--- src/rtl/trace_pkg.sv ---
// rtl/trace_pkg.sv - shared widths and scheduler state type for the trace block scheduler
package trace_pkg;

  localparam int BLOCK_ID_WIDTH    = 2;
  localparam int BUFFER_ADDR_WIDTH = 10;

  typedef enum logic {
    ST_INIT = 1'b0,
    ST_RUN  = 1'b1
  } sched_state_t;

endpackage

--- src/rtl/block_id_fifo.sv ---
// rtl/block_id_fifo.sv - synchronous FIFO used for the free and occupied block pools
module block_id_fifo
  import trace_pkg::*;
#(
  parameter int Width = BLOCK_ID_WIDTH,
  parameter int Depth = 4,
  localparam int PtrWidth = $clog2(Depth),
  localparam int CountWidth = PtrWidth + 1
) (
  input  logic                  clk,
  input  logic                  reset_n,
  input  logic                  push,
  input  logic [Width-1:0]      push_data,
  input  logic                  pop,
  output logic [Width-1:0]      pop_data,
  output logic                  full,
  output logic                  empty,
  output logic [CountWidth-1:0] count
);

  logic [Width-1:0]      mem [Depth];
  logic [PtrWidth-1:0]   wr_ptr;
  logic [PtrWidth-1:0]   rd_ptr;
  logic [CountWidth-1:0] count_q;
  logic                  do_push;
  logic                  do_pop;

  assign empty    = (count_q == '0);
  assign full     = (count_q == CountWidth'(Depth));
  assign count    = count_q;
  assign pop_data = mem[rd_ptr];

  // A push into a full FIFO is only honoured when a pop frees a slot in the same cycle.
  assign do_pop  = pop & ~empty;
  assign do_push = push & (~full | do_pop);

  always_ff @(posedge clk) begin
    if (do_push) begin
      mem[wr_ptr] <= push_data;
    end
  end

  always_ff @(posedge clk or negedge reset_n) begin
    if (!reset_n) begin
      wr_ptr  <= '0;
      rd_ptr  <= '0;
      count_q <= '0;
    end else begin
      if (do_push) begin
        wr_ptr <= wr_ptr + PtrWidth'(1);
      end
      if (do_pop) begin
        rd_ptr <= rd_ptr + PtrWidth'(1);
      end
      case ({do_push, do_pop})
        2'b10:   count_q <= count_q + CountWidth'(1);
        2'b01:   count_q <= count_q - CountWidth'(1);
        default: count_q <= count_q;
      endcase
    end
  end

endmodule

--- src/rtl/trace_block_scheduler.sv ---
// rtl/trace_block_scheduler.sv - hands trace buffer blocks to monitors and queues filled blocks for draining
module trace_block_scheduler
  import trace_pkg::*;
#(
  parameter int NumMonitors     = 2,
  parameter int NumBlocks       = 4,
  parameter int BufferAddrWidth = BUFFER_ADDR_WIDTH,
  parameter int BlockIdWidth    = BLOCK_ID_WIDTH
) (
  input  logic                                   clk,
  input  logic                                   reset_n,
  input  logic [NumMonitors-1:0]                 monitor_aquire_valid,
  output logic [NumMonitors-1:0]                 monitor_aquire_ready,
  output logic [NumMonitors*BlockIdWidth-1:0]    monitor_block_id,
  input  logic [NumMonitors-1:0]                 monitor_submit_valid,
  output logic [NumMonitors-1:0]                 monitor_submit_ready,
  input  logic [NumMonitors*BufferAddrWidth-1:0] monitor_submit_size,
  output logic                                   drain_valid,
  input  logic                                   drain_ready,
  output logic [BlockIdWidth-1:0]                drain_block_id,
  output logic [BufferAddrWidth-1:0]             drain_size,
  input  logic                                   release_valid,
  input  logic [BlockIdWidth-1:0]                release_block_id,
  output logic [BlockIdWidth:0]                  free_count,
  output logic                                   err_release
);

  localparam int PtrWidth   = (NumMonitors > 1) ? $clog2(NumMonitors) : 1;
  localparam int EntryWidth = BlockIdWidth + BufferAddrWidth;

  sched_state_t state, next_state;
  logic                              run;
  logic                              init_push;
  logic [BlockIdWidth-1:0]           init_cnt;

  logic [NumMonitors-1:0]            holding;
  logic [NumMonitors*BlockIdWidth-1:0] block_id_q;
  logic [NumBlocks-1:0]              outstanding;
  logic [PtrWidth-1:0]               aq_ptr;
  logic [PtrWidth-1:0]               sub_ptr;

  logic [NumMonitors-1:0]            aq_win;
  logic [NumMonitors-1:0]            sub_win;
  logic [NumMonitors-1:0]            aq_fire;
  logic [NumMonitors-1:0]            sub_fire;
  logic [EntryWidth-1:0]             sub_entry;

  logic                              rel_ok;
  logic                              rel_bad;
  logic                              drain_fire;

  logic                              free_push;
  logic [BlockIdWidth-1:0]           free_push_data;
  logic [BlockIdWidth-1:0]           free_head;
  logic                              free_empty;
  logic                              unused_free_full;

  logic                              occ_empty;
  logic                              unused_occ_full;
  logic [BlockIdWidth:0]             unused_occ_count;
  logic [EntryWidth-1:0]             occ_head;

  // Round-robin pick starting at ptr; returns a one-hot grant or zero.
  function automatic logic [NumMonitors-1:0] rr_onehot(input logic [NumMonitors-1:0] req,
                                                       input logic [PtrWidth-1:0]    ptr);
    logic [NumMonitors-1:0] g;
    int idx;
    g = '0;
    for (int k = 0; k < NumMonitors; k++) begin
      idx = (int'(ptr) + k) % NumMonitors;
      if (g == '0 && req[idx]) begin
        g[idx] = 1'b1;
      end
    end
    return g;
  endfunction

  function automatic logic [PtrWidth-1:0] ptr_after(input logic [NumMonitors-1:0] g);
    logic [PtrWidth-1:0] p;
    p = '0;
    for (int i = 0; i < NumMonitors; i++) begin
      if (g[i]) begin
        p = (i == NumMonitors - 1) ? '0 : PtrWidth'(i + 1);
      end
    end
    return p;
  endfunction

  always_ff @(posedge clk or negedge reset_n) begin
    if (!reset_n) begin
      state    <= ST_INIT;
      init_cnt <= '0;
    end else begin
      state <= next_state;
      if (state == ST_INIT) begin
        init_cnt <= init_cnt + BlockIdWidth'(1);
      end
    end
  end

  always_comb begin
    next_state = state;
    init_push  = 1'b0;
    run        = 1'b0;
    case (state)
      ST_INIT: begin
        init_push = 1'b1;
        if (init_cnt == BlockIdWidth'(NumBlocks - 1)) begin
          next_state = ST_RUN;
        end
      end
      ST_RUN: begin
        run = 1'b1;
      end
      default: begin
        next_state = ST_INIT;
      end
    endcase
  end

  assign aq_win               = rr_onehot(monitor_aquire_valid & ~holding, aq_ptr);
  assign sub_win              = rr_onehot(monitor_submit_valid & holding, sub_ptr);
  assign monitor_aquire_ready = (run && !free_empty) ? aq_win : '0;
  assign monitor_submit_ready = run ? sub_win : '0;
  assign aq_fire              = monitor_aquire_valid & monitor_aquire_ready;
  assign sub_fire             = monitor_submit_valid & monitor_submit_ready;
  assign monitor_block_id     = block_id_q;

  always_comb begin
    sub_entry = '0;
    for (int i = 0; i < NumMonitors; i++) begin
      if (sub_fire[i]) begin
        sub_entry = {block_id_q[i*BlockIdWidth +: BlockIdWidth],
                     monitor_submit_size[i*BufferAddrWidth +: BufferAddrWidth]};
      end
    end
  end

  // Only blocks handed to the drain engine may come back; anything else is dropped and flagged.
  assign rel_ok  = release_valid & outstanding[release_block_id];
  assign rel_bad = release_valid & ~outstanding[release_block_id];

  assign drain_valid    = run & ~occ_empty;
  assign drain_fire     = drain_valid & drain_ready;
  assign drain_block_id = occ_head[EntryWidth-1:BufferAddrWidth];
  assign drain_size     = occ_head[BufferAddrWidth-1:0];

  assign free_push      = init_push | rel_ok;
  assign free_push_data = init_push ? init_cnt : release_block_id;

  always_ff @(posedge clk or negedge reset_n) begin
    if (!reset_n) begin
      holding     <= '0;
      block_id_q  <= '0;
      outstanding <= '0;
      aq_ptr      <= '0;
      sub_ptr     <= '0;
      err_release <= 1'b0;
    end else begin
      for (int i = 0; i < NumMonitors; i++) begin
        if (aq_fire[i]) begin
          holding[i]                                  <= 1'b1;
          block_id_q[i*BlockIdWidth +: BlockIdWidth] <= free_head;
        end else if (sub_fire[i]) begin
          holding[i] <= 1'b0;
        end
      end
      if (|aq_fire) begin
        aq_ptr <= ptr_after(aq_fire);
      end
      if (|sub_fire) begin
        sub_ptr <= ptr_after(sub_fire);
      end
      if (rel_ok) begin
        outstanding[release_block_id] <= 1'b0;
      end
      if (drain_fire) begin
        outstanding[drain_block_id] <= 1'b1;
      end
      if (rel_bad) begin
        err_release <= 1'b1;
      end
    end
  end

  block_id_fifo #(
    .Width (BlockIdWidth),
    .Depth (NumBlocks)
  ) u_free_fifo (
    .clk       (clk),
    .reset_n   (reset_n),
    .push      (free_push),
    .push_data (free_push_data),
    .pop       (|aq_fire),
    .pop_data  (free_head),
    .full      (unused_free_full),
    .empty     (free_empty),
    .count     (free_count)
  );

  block_id_fifo #(
    .Width (EntryWidth),
    .Depth (NumBlocks)
  ) u_occ_fifo (
    .clk       (clk),
    .reset_n   (reset_n),
    .push      (|sub_fire),
    .push_data (sub_entry),
    .pop       (drain_fire),
    .pop_data  (occ_head),
    .full      (unused_occ_full),
    .empty     (occ_empty),
    .count     (unused_occ_count)
  );

endmodule

--- config.mk ---
export PLATFORM = sky130hd
export DESIGN_NAME = trace_block_scheduler
export DESIGN_NICKNAME = d
export VERILOG_FILES = /design/src/rtl/trace_pkg.sv /design/src/rtl/block_id_fifo.sv /design/src/rtl/trace_block_scheduler.sv
export SDC_FILE = /design/constraint.sdc
export NUM_CORES = 1
export LEC_CHECK = 0
export CORE_MARGIN = 1
export CORE_UTILIZATION = 54
export DETAILED_ROUTE_END_ITERATION = 8
export GPL_ROUTABILITY_DRIVEN = 1
export PLACE_DENSITY = 0.79
export SYNTH_ARGS = -nofsm -noshare
export SYNTH_HDL_FRONTEND = slang
export SYNTH_HIERARCHICAL = 1
export SYNTH_SLANG_ARGS = --single-unit
--- constraint.sdc ---
create_clock -name clk -period 3.4 [get_ports clk]
set_clock_uncertainty 0.2 [all_clocks]
set_input_delay 1.02 -clock clk [delete_from_list [all_inputs] [get_ports clk]]
set_output_delay 1.02 -clock clk [all_outputs]
set_load 0.02 [all_outputs]
==> results.md <==
- Status: completed
- Total GRT Usage: 21.3%
- Hold Crit Start: err_release$_DFFE_PN0P_
- Starting Density: 56.0%
- FF-to-FF Start: u_free_fifo/count[1]$_DFFE_PN0P_
- CORE AREA: 6830 sq um
- Largest net degree at the start of global routing: 31
- H-tree Lvls: 3
- Sequential fraction of design power: 39.3%
- WL final: 7.16 mm
- Count of final setup violators: 0
- Die area: 7420 sq um
- Slew @ Worst Pin: 0.452 ns
- Final Util: 70.4%
- Crit path DAT: 2.09 ns
- Post-DR vias/cell: 5.29
- Max Fclk: 302 MHz
- TritonCTS Buffers: 9
- Reg2reg setup slack: 0.68 ns
- N_diodes: 0
- Crit share post-route: 97.4%
- RePlAce Congestion: 0.756
- Clk Latency, worst-skew pair: 0.35 ns
- Worst setup path class: primary input to output port
- Pwr dens: 937 nW/um^2
- R2R depth: 12
- Area growth, synth to finish: 25.9%
- Reg area: 2430 sq um
- First-pass GRT wire length: 11.3 mm
- Synth Instances: 231
- Total Neg Setup Slack: 0 ns
- Final layout net count: 351
- Worst-path clk slew: 0.08 ns
- CTS Sinks: 86
- Clock Path Buffers: 2
- CTS tree: yes
- Final WS setup: 0.0885 ns
- Max-slew headroom: 69.9%
- I/O pins: 55
- Combinational power share: 42.1%
- Initial antenna violation count: 0
- DRC viols: 0
- PortBufs: 54
- Max-cap viol count: 0
- Mapped cell area: 3820 sq um
- Type of the most critical hold path: flip-flop to flip-flop
- Sw frac: 33.5%
- Vias in the first global route: 2,321
- Drt wl/cell: 17.5 microns
- Die width: 86.1 microns
- RSZ-0062 raised after global routing: no
- Critical Path Sink Type: output port
- Sw Pwr: 1.51 mW
- DR iter-0 viols: 143
- Hold path depth: 1
- Req. time, crit path: 2.18 ns
- Hold Path Sink: err_release$_DFFE_PN0P_
- Worst Path Max Fanout: 2
- Mapped Nets: 274
- HPWL Detailed: 5.11 mm
- Min Tclk post-route: 3.31 ns
- Max IR drop VDD: 502 uV
- Vias: 2,163
- Total power: 4.51 mW
- Share of cells above drive strength 1: 25.6%
- Multi-input gate area: 1280 sq um
- Synthesized area per cell: 16.5 sq um
- GRT overflow: 0
- Final hold violations: 0
- Post-DRT Antenna Nets: 0
- Placed instance count: 393
- Rows: 30
- Critical path startpoint category: primary input
- Clk network pwr share: 18.6%
- Worst reg2reg endpoint: u_free_fifo/count[2]$_DFFE_PN0P_
- Pleak: 1.89 nW
- Fillers: 477
- Slew Viols, Final: 0
- Internal power: 3.00 mW
- Root Driver: clkbuf_8
- Yosys warns: 6
- Non-Filler Instances: 409
- CTS Hold Bufs: 0
- Drt first pass iters: 4
- Dpl ws: -0.397 ns
- Die H: 86.1 microns
worst max path at each step:
stage          depth (start not counted)  slack (ns)                        startpoint                          endpoint
2_1_floorplan                         11        0.34               release_block_id[0]  u_free_fifo/count[2]$_DFFE_PN0P_
3_3_place_gp                           4       -0.39           monitor_aquire_valid[1]           monitor_aquire_ready[1]
3_5_place_dp                           4       -0.40           monitor_aquire_valid[1]           monitor_aquire_ready[1]
4_1_cts                                4       0.009           monitor_aquire_valid[0]           monitor_aquire_ready[0]
5_1_grt                                3       0.009  u_occ_fifo/rd_ptr[0]$_DFFE_PN0P_                     drain_size[8]
6_report                               4        0.09           monitor_aquire_valid[0]           monitor_aquire_ready[1]
metal layers:
layer  global-route usage, %  up-vias  wire [microns]
li1                        -     1014               -
met4                    10.9        0             181
met1                    24.6     1076            2910
met5                       0        -               0
met3                    4.14       14             307
met2                    37.9       59            3760
area by class of cell:
class	count	share of cell area [%]
well taps	96	2.50
clock inverters	6	2.31
repair buffers	72	13.8
multi-input cells	120	26.7
clock buffers	10	2.65
flip-flops and latches	86	50.6
inverters	19	1.48
registers in the layout (all words and copies together) (netlist names):
register / count
state: 1
u_occ_fifo/rd_ptr: 2
outstanding: 4
sub_ptr: 1
u_free_fifo/mem: 8
u_occ_fifo/wr_ptr: 2
init_cnt: 2
u_occ_fifo/count: 3
monitor_block_id: 4
holding: 2
u_free_fifo/count: 3
u_occ_fifo/mem: 48
err_release: 1
u_free_fifo/wr_ptr: 2
aq_ptr: 1
u_free_fifo/rd_ptr: 2
power by group through the flow:
| stage | combinational, mW | clock, mW | sequential (mW) |
|---|---|---|---|
| detailed placement | 1.91 | 0 | 1.79 |
| global placement | 1.86 | 0 | 1.77 |
| finish | 1.90 | 0.837 | 1.77 |
| CTS | 1.92 | 0.854 | 1.77 |
| global route | 2.06 | 0.895 | 1.81 |
| floorplan | 1.22 | 0 | 1.75 |
cells in the final DEF (no fill, tap or decap), types with 2 or more instances in the layout:
cell and n:
xor2_1 6, o21ai_0 4, ha_1 11, and2_2 8
edfxtp_1 56, clkbuf_2 2, mux2i_1 2, bufinv_16 3
o21bai_1 3, clkbuf_8 9, nor3_1 2, a22o_1 12
mux2_4 4, fa_1 2, o31a_2 2, nor2_1 2
nand2b_1 2, nand2_1 8, mux2_1 2, inv_1 19
mux2_2 3, or3b_1 2, buf_4 18, o21a_4 3
mux4_2 15, dfrtp_1 29, clkdlybuf4s50_1 48, xnor2_1 7
o21ai_1 4
critical path: stages:
cell	delay (ns)
clkdlybuf4s50_1	0.42
nor3b_2	0.17
and4bb_4	0.33
buf_2	0.16
timing repair:
action | 4_1_cts | 5_1_grt
gates resized for setup | 13 | 5
buffers inserted | 0 | 0
pin swaps | 0 | 1
endpoints found under the setup margin | 8 | 3
metrics by stage:
step	hold slack, ns	instance area [sq um]
3_3_place_gp	0.268	4580
5_1_grt	0.309	4810
6_report	0.280	4810
3_5_place_dp	0.270	4580
2_1_floorplan	0.261	3820
4_1_cts	0.288	4820
No activity file was read; power rests on OpenSTA's default activity.
